--- src/rtl/mips_pkg.sv ---
// Shared MIPS encoding constants and field bundle for the encoder, main decoder and ALU decoder.
package mips_pkg;

   typedef enum logic [4:0] {
      MN_ADD  = 5'd0,  MN_SUB  = 5'd1,  MN_AND  = 5'd2,  MN_OR   = 5'd3,
      MN_SLT  = 5'd4,  MN_LW   = 5'd5,  MN_SW   = 5'd6,  MN_BEQ  = 5'd7,
      MN_ADDI = 5'd8,  MN_J    = 5'd9,  MN_MOVZ = 5'd10, MN_LHU  = 5'd11,
      MN_SLLV = 5'd12, MN_BLT  = 5'd13, MN_LI   = 5'd14, MN_MIX4 = 5'd15
   } mnem_t;

   localparam logic [5:0] OP_RTYPE = 6'b000000;
   localparam logic [5:0] OP_LW    = 6'b100011;
   localparam logic [5:0] OP_SW    = 6'b101011;
   localparam logic [5:0] OP_BEQ   = 6'b000100;
   localparam logic [5:0] OP_ADDI  = 6'b001000;
   localparam logic [5:0] OP_J     = 6'b000010;
   localparam logic [5:0] OP_MOVZ  = 6'b001010;
   localparam logic [5:0] OP_LHU   = 6'b100101;
   localparam logic [5:0] OP_BLT   = 6'b011101;
   localparam logic [5:0] OP_LI    = 6'b010001;
   localparam logic [5:0] OP_MIX4  = 6'b110011;

   localparam logic [5:0] FN_ADD   = 6'b100000;
   localparam logic [5:0] FN_SUB   = 6'b100010;
   localparam logic [5:0] FN_AND   = 6'b100100;
   localparam logic [5:0] FN_OR    = 6'b100101;
   localparam logic [5:0] FN_SLT   = 6'b101010;
   localparam logic [5:0] FN_SLLV  = 6'b000100;
   localparam logic [5:0] FN_NONE  = 6'b000000;

   typedef struct packed {
      logic [4:0]  rs;
      logic [4:0]  rt;
      logic [4:0]  rd;
      logic [4:0]  shamt;
      logic [15:0] imm;
      logic [25:0] target;
   } instr_fields_t;

   function automatic logic [31:0] r_word(input logic [5:0] op, input instr_fields_t f,
                                          input logic [4:0] shamt, input logic [5:0] fn);
      return {op, f.rs, f.rt, f.rd, shamt, fn};
   endfunction

   function automatic logic [31:0] i_word(input logic [5:0] op, input logic [4:0] rs,
                                          input logic [4:0] rt, input logic [15:0] imm);
      return {op, rs, rt, imm};
   endfunction

endpackage

--- src/rtl/instr_pack.sv ---
// Combinational mnemonic-to-word packer; flags codes with no encoding as illegal.
// Custom ops (codes 10-15) are encoded only when CUSTOM_OPS_EN is defined.
module instr_pack
   import mips_pkg::*;
(
   input  logic [4:0]    mnem,
   input  instr_fields_t f,
   output logic [31:0]   word,
   output logic          illegal
);

   always_comb begin
      word    = '0;
      illegal = 1'b0;
      case (mnem)
         MN_ADD:  word = r_word(OP_RTYPE, f, f.shamt, FN_ADD);
         MN_SUB:  word = r_word(OP_RTYPE, f, f.shamt, FN_SUB);
         MN_AND:  word = r_word(OP_RTYPE, f, f.shamt, FN_AND);
         MN_OR:   word = r_word(OP_RTYPE, f, f.shamt, FN_OR);
         MN_SLT:  word = r_word(OP_RTYPE, f, f.shamt, FN_SLT);
         MN_LW:   word = i_word(OP_LW,   f.rs, f.rt, f.imm);
         MN_SW:   word = i_word(OP_SW,   f.rs, f.rt, f.imm);
         MN_BEQ:  word = i_word(OP_BEQ,  f.rs, f.rt, f.imm);
         MN_ADDI: word = i_word(OP_ADDI, f.rs, f.rt, f.imm);
         MN_J:    word = {OP_J, f.target};
`ifdef CUSTOM_OPS_EN
         MN_MOVZ: word = r_word(OP_MOVZ, f, f.shamt, FN_NONE);
         MN_MIX4: word = r_word(OP_MIX4, f, f.shamt, FN_NONE);
         // SLLV takes its shift amount from rs, so the shamt field stays zero
         MN_SLLV: word = r_word(OP_RTYPE, f, 5'd0, FN_SLLV);
         MN_LHU:  word = i_word(OP_LHU, f.rs, f.rt, f.imm);
         MN_BLT:  word = i_word(OP_BLT, f.rs, f.rt, f.imm);
         MN_LI:   word = i_word(OP_LI,  5'd0, f.rt, f.imm);
`endif
         default: illegal = 1'b1;
      endcase
   end

endmodule

--- src/rtl/instr_encoder.sv ---
// Streams symbolic instructions into imem at an auto-incrementing address; 1-cycle latency,
// 1 word/cycle. in_ready drops when imem is full or on restart. Custom ops need CUSTOM_OPS_EN.
module instr_encoder
   import mips_pkg::*;
#(
   parameter int AW        = 6,
   parameter int BASE_ADDR = 0
) (
   input  logic          clk,
   input  logic          reset,
   input  logic          restart,
   input  logic          in_valid,
   output logic          in_ready,
   input  logic [4:0]    in_mnem,
   input  logic [4:0]    in_rs,
   input  logic [4:0]    in_rt,
   input  logic [4:0]    in_rd,
   input  logic [4:0]    in_shamt,
   input  logic [15:0]   in_imm,
   input  logic [25:0]   in_target,
   output logic          imem_we,
   output logic [AW-1:0] imem_addr,
   output logic [31:0]   imem_wd,
   output logic          err,
   output logic          full,
   output logic [AW:0]   count
);

   localparam logic [AW-1:0] BASE    = AW'(BASE_ADDR);
   localparam logic [AW-1:0] PTR_MAX = '1;
   localparam logic [AW:0]   CNT_MAX = {1'b1, {AW{1'b0}}};

   instr_fields_t fields;
   logic [31:0]   word;
   logic          illegal;
   logic [AW-1:0] ptr;
   logic          accept;
   logic          do_write;

   assign fields   = {in_rs, in_rt, in_rd, in_shamt, in_imm, in_target};
   assign in_ready = !full && !restart;
   assign accept   = in_valid && in_ready;
   assign do_write = accept && !illegal;

   instr_pack u_pack (
      .mnem    (in_mnem),
      .f       (fields),
      .word    (word),
      .illegal (illegal)
   );

   always_ff @(posedge clk or posedge reset) begin
      if (reset) begin
         imem_we   <= 1'b0;
         imem_addr <= '0;
         imem_wd   <= '0;
         err       <= 1'b0;
         full      <= 1'b0;
         count     <= '0;
         ptr       <= BASE;
      end else begin
         imem_we <= do_write;
         err     <= accept && illegal;
         if (do_write) begin
            imem_addr <= ptr;
            imem_wd   <= word;
         end
         // restart and accept are exclusive because in_ready is gated by restart
         if (restart) begin
            ptr   <= BASE;
            count <= '0;
            full  <= 1'b0;
         end else if (do_write) begin
            if (ptr == PTR_MAX) full <= 1'b1;
            else                ptr  <= ptr + 1'b1;
            if (count != CNT_MAX) count <= count + 1'b1;
         end
      end
   end

endmodule
--- config.mk ---
export PLATFORM = sky130hd
export DESIGN_NAME = instr_encoder
export DESIGN_NICKNAME = d
export VERILOG_FILES = /design/src/rtl/mips_pkg.sv /design/src/rtl/instr_pack.sv /design/src/rtl/instr_encoder.sv
export SDC_FILE = /design/constraint.sdc
export NUM_CORES = 1
export LEC_CHECK = 0
export BUFFER_PORTS_ARGS = -buffer_cell sky130_fd_sc_hd__buf_2
export CAP_MARGIN = 20
export CORE_UTILIZATION = 47
export CTS_CLUSTER_SIZE = 12
export DETAILED_ROUTE_END_ITERATION = 12
export PLACE_DENSITY = 0.85
export SLEW_MARGIN = 20
export SYNTH_ARGS = -nofsm -noshare
export SYNTH_HDL_FRONTEND = slang
export SYNTH_SLANG_ARGS = --single-unit
--- constraint.sdc ---
create_clock -name clk -period 2.17 [get_ports clk]
set_clock_uncertainty 0.05 [all_clocks]
set_input_delay 0.217 -clock clk [delete_from_list [all_inputs] [get_ports clk]]
set_output_delay 0.217 -clock clk [all_outputs]
set_load 0.05 [all_outputs]
After elaboration in Yosys (flattened, before gate mapping)
Index checks and enable logic that the tools add are counted.
Word-level totals
  register bits: 54
  bits of input ports: 71
  output and inout port bits: 49
Operators by class
  add/subtract/negate cells: 2
  eq/ne operators: 12
  muxes and demuxes: 11
  reduce and logical (&&, ||, !) cells: 14
Operators with widths (count)
  $pmux W32 S10: 1
  $mux W7: 3
  $eq A5 B3 Y1 const B: 4
  $mux W6: 3
  $eq A5 B2 Y1 const B: 2
  $eq A5 B4 Y1 const B: 2
  $reduce_or A10 Y1: 1
  $add A7 B1 Y7 const B: 1
  $ne A7 B7 Y1 const B: 1
  $add A6 B1 Y6 const B: 1
  $eq A6 B6 Y1 const B: 1
  $reduce_and A2 Y1: 3
  $reduce_bool A2 Y1: 3
  $eq A5 B1 Y1 const B: 1
  $logic_not A5 Y1: 1
  $logic_and A1 B1 Y1: 4
  $mux W1: 4
  $logic_not A1 Y1: 2
  $ne A2 B2 Y1 const B: 1

Depth between registers and ports, before layout
Gate-level depths: netlist (run 1).
  word-level depth: 6
  depth in mapped cells: 7
  mapped depth without buffers: 6

Hierarchy
From an unflattened synthesis (run 1), not the netlist that was laid out.
Second synthesis, totals
  cell total of the unflattened synthesis: 351
  area, all modules: 3047.9 um^2
By module, submodules not included
  instr_encoder: times used 1, cells each 241, area an instance 2247.2 um^2, seq. area each 1351.3 um^2
  instr_pack: times used 1, cells each 110, area an instance 800.8 um^2, seq. area each 0.0 um^2

Worst setup path after synthesis (run 1)
No wires, ideal clock.
  kind: reg-to-reg
  start point: reg count[2]
  end point: reg count[1]
  library setup time: 0.132 ns
  arrival time: 1.846 ns
  path slack: 0.142 ns
  stages on the path, launching flop included: 5
  buffers on the path: 0
  period minus slack after synthesis: 2.028 ns
  cells stage by stage: dfrtp_1 -> or4b_2 -> o211ai_1 -> mux2i_1 -> nor2_1
On the way
  word-level cells in the longest chain between the ends: 3
RTL lines
  start: declaration: line instr_encoder.sv:26  | output logic [AW:0] count
  start signal: assignment: line instr_encoder.sv:76  | if (count != CNT_MAX) count <= count + 1'b1;
  $ne A7 B7 Y1: line instr_encoder.sv:76
  $reduce_bool A2 Y1 (no source line)
  $reduce_and A2 Y1 (no source line)
No other way between the ends.
A chain may end at the register's enable or synchronous reset.

Worst setup path in the final report (run 1)
Same ends and word-level chain as after synthesis.

==> summary.txt, run 1 <==
Run status
  • Run status: finished clean

Synthesis
  • Leading cell types by total area after synthesis: dfrtp_1 49%, nor2_1 4.7%, a222oi_1 3.8%, nand2_1 3.2%, a22oi_1 3.1%
  • Yosys cell types: 53
  • Largest family of logic cells by synthesized area: simple AND/OR/NAND/NOR gates
  • Post-synth top cells: 52 x dfrtp_1, 33 x nor2_1, 23 x nand2_1, 17 x inv_1, 14 x nand3_1
  • Synthesized area: 0.00266 mm^2
  • Post-synth top area share: 48.9%
  • Simple-Gate Fraction of Synth Area: 19.8%
  • Post-synthesis compound-gate area fraction: 18.5%
  • Mux cell area share after synthesis: 1.18%
  • Number of synthesized flops with an enable pin: 0
  • Syn Inst Count: 277
  • Yosys reg bits: 52
  • Xor/xnor share of the synthesized area: 2.63%
  • Most numerous cell in the Yosys netlist: dfrtp_1
  • Syn Area/Cell: 9.61 um^2
  • FFs w/ async S/R, synth: 100%
  • Adder-Cell Fraction of Synth Area: 1.41%
  • Syn nets: 351
  • Register area share after synthesis: 48.9%
  • Synth area leader: dfrtp_1
  • Ys Warns: 0
  • Primary FF master, synth: dfrtp_1

Clocking
  • CTS resizes: 0
  • CTS Buffer Depth: 2
  • Worst-path clk slew: 0.09 ns
  • CTS root buffer: clkbuf_8
  • Htree depth: 2
  • Postcts setup bufs: 0
  • CTS Hold Bufs: 1
  • Skew-Pair Late Insertion Delay: 0.30 ns
  • CTS tree: yes
  • Clock Sinks: 52
  • CTS buffer count: 5

Critical path
  • Kind of critical path: flop to flop
  • Crit Path Max Fanout: 7
  • Worst path slowest cell: or4b_2
  • CP Depth: 4
  • FF-to-FF End: count[1]
  • Worst Path Buf+Inv: 0
  • Arrival time worst endpoint: 2.04 ns
  • Critical R2R Launch: count[2]
  • CP Cell Sequence: or4b_2 > o211ai_1 > mux2i_1 > nor2_1
  • Reg2Reg Depth: 4
  • Max incr delay on CP: 0.71 ns
  • Launch point of the critical path: count[2]
  • CP top delay family: simple AND/OR/NAND/NOR gates
  • R2r setup slk: 0.27 ns
  • Startpoint types: flop
  • Worst Setup EP: count[1]
  • Crit end category: flop
  • CP Data Required Time: 2.31 ns

GRT
  • All-Layer GR Usage: 23.3%
  • GRT Residual Overflow: 0
  • Initial antenna violation count: 0
  • Global-route wire length before repair: 11.1 mm
  • Pin count of the biggest net entering global routing: 32
  • Vias in the first global route: 2,448

Placement
  • Place WS: 0.291 ns
  • Placed Instances: 453
  • Dpl hpwl: 5.02 mm
  • RePlAce Congestion: 0.857
  • Port Buffers: 118

STA
  • Worst-margin pin slew: 0.702 ns
  • Setup WS post-layout: 0.268 ns
  • Crit path time final: 1.90 ns
  • Period utilization: 87.6%
  • Unrepaired setup endpoints after global routing: no
  • Maximum clock frequency: 0.526 GHz
  • Finish-stage setup viols: 0
  • Max_slew headroom: 53.2%
  • Pins Over Slew Limit: 0
  • Final hold violation count: 0
  • TNS Setup: 0 ns

Die
  • DIE AREA: 0.00597 mm^2
  • Die height: 77.3 um
  • Row cnt: 27
  • Initial core utilization: 48.6%
  • DIE WIDTH: 77.3 um
  • # IOs: 120
  • Area of the core: 0.00547 mm^2

Routing
  • TritonRoute pass-1 iters: 5
  • DRC Markers: 0
  • Vias: 2,520
  • Avg WL per Cell: 14.9 um
  • Post-route ant nets: 0
  • Drt initial violations: 198
  • Vias per cell: 5.45
  • Drt total wl: 6.88 mm

Cells and area
  • Syn-to-layout area delta: 27.0%
  • # nets final: 463
  • Fill cells: 476
  • Share of layout cells above drive strength 1: 36.4%
  • Multi-input gate area in the final layout: 0.00116 mm^2
  • FF/Latch Area: 0.00130 mm^2
  • Final core occ: 61.8%
  • Cell Count, Final, Fillers Out: 462
  • Ant diodes: 0

Power
  • Pleak: 0.00173 uW
  • PD cells: 763 mW/mm^2
  • Peak VDD IR: 0.544 mV

Run
  • Number of max-cap violations: 0

Min path
  • HP Class: primary input to flop
[per-layer routing]
layer  wire (um)  vias to the layer above  track usage [%]  part of all wire [%]
met5           0                        -                0                     0
li1            -                     1219                -                     -
met1        2840                     1204             28.1                    41
met2        3520                       87             41.7                    51
met4         102                        0             7.17                   1.5
met3         420                       10             4.64                   6.1
[tightest hold or removal path, delay by kind of cell]
family / cells / cell delay [ns]
buffers and inverters: 2 / 0.13
AOI/OAI and AO/OA: 1 / 0.05
[power by group]
group / switching (uW) / internal [uW]
logic: 649 / 235
registers: 60.3 / 1080
clock network: 323 / 230
total: 1030 / 1550
[layout by cell type (no fill, tap or decap), types with 4 or more instances in the layout]
cell type	synthesis	final
xor2_1	7	7
a31oi_1	11	11
buf_2	6	118
buf_4	4	6
dfrtp_1	52	52
a22oi_1	11	11
o21ai_0	9	9
nand2b_1	4	4
clkbuf_8	0	5
a222oi_1	10	10
nand4_1	5	5
nand3_1	14	14
a32oi_1	4	4
a21oi_1	10	10
nor2_1	33	33
nand2_1	23	23
and3_1	4	4
inv_1	17	16
[through the flow]
stage                     area (um^2)  power, uW  hold WS, ns
after floorplan                  2660       1810        0.288
after global placement           3280       2030        0.245
after detailed placement         3280       2050        0.254
after CTS                        3380       2600       0.0621
after global routing             3380       2700       0.0661
final                            3380       2580       0.0685
[how the worst min path moves through the flow]
stage	start	endpoint	slack [ns]	depth (start not counted)
after floorplan	in_target[16]	imem_wd[16]	0.29	2
after global placement	reset	count[4]	0.25	2
after detailed placement	reset	count[4]	0.25	2
after CTS	in_target[25]	imem_wd[25]	0.06	3
after global routing	in_target[25]	imem_wd[25]	0.07	3
final	in_target[25]	imem_wd[25]	0.07	3
[cell type report]
type	count	area share, %
clock buffer	6	2.15
multi-input combinational	185	34.4
timing repair buffer	126	19.7
clock inverter	2	0.481
tap	72	2.66
sequential	52	38.5
inverter	19	2.11
[flip-flops by register name (all words and copies together) (netlist names)]
| name | flops |
|---|---|
| full | 1 |
| imem_wd | 30 |
| ptr | 6 |
| imem_addr | 6 |
| count | 7 |
| imem_we | 1 |
| err | 1 |
[cell families (layout without fill, tap and decap cells)]
group / count (synthesis) / count (layout)
and+or+nand+nor: 101 / 101
AOI/OAI and AO/OA: 69 / 69
DFF: 52 / 52
buffers and inverters: 40 / 153
xor gates and xnor gates: 8 / 8
adders and majority gates: 3 / 3
muxes: 3 / 3
other: 1 / 1
Power figures use the tool's default switching activity.
==> inputs of run 2 (changes only) <==
--- a/config.mk
+++ b/config.mk
@@ -15,3 +15,4 @@
 export SYNTH_ARGS = -nofsm -noshare
 export SYNTH_HDL_FRONTEND = slang
 export SYNTH_SLANG_ARGS = --single-unit
+export TNS_END_PERCENT = 1
==> constraint.sdc (replaced) <==
create_clock -name clk -period 2.17 [get_ports clk]
set_clock_uncertainty 0.05 [all_clocks]
set_input_delay 0.217 -clock clk [delete_from_list [all_inputs] [get_ports clk]]
set_output_delay 0.217 -clock clk [all_outputs]
set_load 0.1 [all_outputs]
==> run 2 against run 1 <==
  * Routed wire length fell by 3.7%
  * Critical path type unchanged
  * Design area fell by 0.37%
  * Clock power rose by 4.3%
  * Critical path depth did not move
  * Via count rose by 1.4%
  * First-iteration DRC count fell by 10%
==> summary.txt, run 2 (synthesis gave the netlist of run 1 again) <==
Run status
  • Run status: finished clean

Clocking
  • CTS tree: yes
  • CTS Hold Bufs: 0
  • CTS root buffer: clkbuf_8
  • CTS resizes: 0
  • Skew-Pair Late Insertion Delay: 0.31 ns
  • CTS buffer count: 5
  • Clock Sinks: 52
  • Worst-path clk slew: 0.10 ns
  • Htree depth: 2
  • Postcts setup bufs: 0
  • CTS Buffer Depth: 2

STA
  • Final hold violation count: 0
  • Max_slew headroom: 54.6%
  • Finish-stage setup viols: 0
  • Maximum clock frequency: 0.535 GHz
  • Setup WS post-layout: 0.302 ns
  • Worst-margin pin slew: 0.681 ns
  • Unrepaired setup endpoints after global routing: no
  • Period utilization: 86.1%
  • Crit path time final: 1.87 ns
  • Pins Over Slew Limit: 0

Routing
  • Avg WL per Cell: 14.4 um
  • TritonRoute pass-1 iters: 4
  • Vias: 2,556
  • Drt initial violations: 178
  • Vias per cell: 5.54
  • DRC Markers: 0
  • Drt total wl: 6.62 mm
  • Post-route ant nets: 0

GRT
  • Global-route wire length before repair: 11.2 mm
  • All-Layer GR Usage: 23.5%
  • Initial antenna violation count: 0
  • Vias in the first global route: 2,397
  • Pin count of the biggest net entering global routing: 53
  • GRT Residual Overflow: 0

Cells and area
  • Most frequent cells in the layout: 118 x buf_2, 52 x dfrtp_1, 32 x nor2_1
  • # nets final: 462
  • Most common cell after layout, fill and taps aside: buf_2
  • Max FFs per register: 30
  • Final core occ: 61.5%
  • Regs by FF count: imem_wd (30), count (7)
  • Fill cells: 482
  • Syn-to-layout area delta: 26.6%
  • Post-route cell area: 0.00337 mm^2
  • Top reg by flops: imem_wd
  • Multi-input gate area in the final layout: 0.00117 mm^2
  • Share of layout cells above drive strength 1: 37.0%
  • Ant diodes: 0
  • FF/Latch Area: 0.00130 mm^2

Die
  • DIE WIDTH: 77.3 um
  • Row cnt: 27
  • Area of the core: 0.00547 mm^2
  • Die height: 77.3 um
  • Initial core utilization: 48.6%
  • DIE AREA: 0.00597 mm^2
  • # IOs: 120

Critical path
  • Worst path slowest cell: or4b_2
  • Arrival time worst endpoint: 2.01 ns
  • Startpoint types: flop
  • Worst Setup EP: count[1]
  • R2r setup slk: 0.30 ns
  • Crit Path Max Fanout: 7
  • CP Data Required Time: 2.32 ns
  • Max incr delay on CP: 0.70 ns
  • FF-to-FF End: count[1]
  • Launch point of the critical path: count[2]
  • Critical R2R Launch: count[2]
  • CP Cell Sequence: or4b_2 > o211ai_1 > mux2i_1 > nor2_1
  • Kind of critical path: flop to flop
  • Reg2Reg Depth: 4
  • Crit end category: flop

Power
  • Pleak: 0.00173 uW
  • Peak VDD IR: 0.656 mV
  • PD cells: 909 mW/mm^2

Placement
  • Dpl hpwl: 4.84 mm
  • Place WS: 0.307 ns
  • RePlAce Congestion: 0.823
  • Placed Area: 0.00327 mm^2
  • Port Buffers: 118

Min path
  • HP Class: primary input to asynchronous set/reset pin

Run
  • Number of max-cap violations: 0
[run 2: cell type report]
class	instances	area share [%]
Timing Repair Buffer	125	19.1
Sequential cell	52	38.6
Multi-Input combinational cell	185	34.6
Clock buffer	5	2.04
Clock inverter	3	0.817
Tap cell	72	2.67
Inverter	19	2.12
[run 2: worst min-delay path by stage]
stage / depth (start not counted) / endpoint / slack [ns]
final: 3 / imem_wd[23] / 0.003
after floorplan: 2 / imem_wd[16] / 0.29
after global routing: 3 / imem_wd[25] / 0.05
after global placement: 3 / imem_wd[17] / 0.37
after CTS: 3 / imem_wd[23] / 0.03
after detailed placement: 3 / imem_wd[23] / 0.38
[run 2: critical path, delay by kind of cell (launching register included)]
kind,cells,cell delay [ns]
flip-flops,1,0.45
AND/OR/NAND/NOR,2,0.75
multiplexers,1,0.22
AO/OA/AOI/OAI,1,0.30
[run 2: report_power, final]
part	switching (uW)	total (uW)	leakage (uW)	internal [uW]
Sequential	63.8	1150	0.000671	1080
Clock	339	577	0.0000463	237
Combinational	1110	1340	0.00101	230
[run 2: stage by stage]
stage          total power [uW]  std cells  hold slack, ns  setup TNS (ns)
6_report                   3060        461         0.00291               0
5_1_grt                    3190        461          0.0544               0
3_3_place_gp               2490        453           0.373               0
4_1_cts                    3080        461          0.0296               0
3_5_place_dp               2510        453           0.377               0
2_1_floorplan              2260        277           0.288           -1.15
[run 2: routing by layer]
layer	track usage [%]	vias up	wire [um]	share of wire, %
met5	0	-	0	0
met4	7.36	0	84	1.3
met3	4.17	11	501	7.6
met2	40.5	124	3230	49
met1	29.7	1207	2810	42
li1	-	1214	-	-
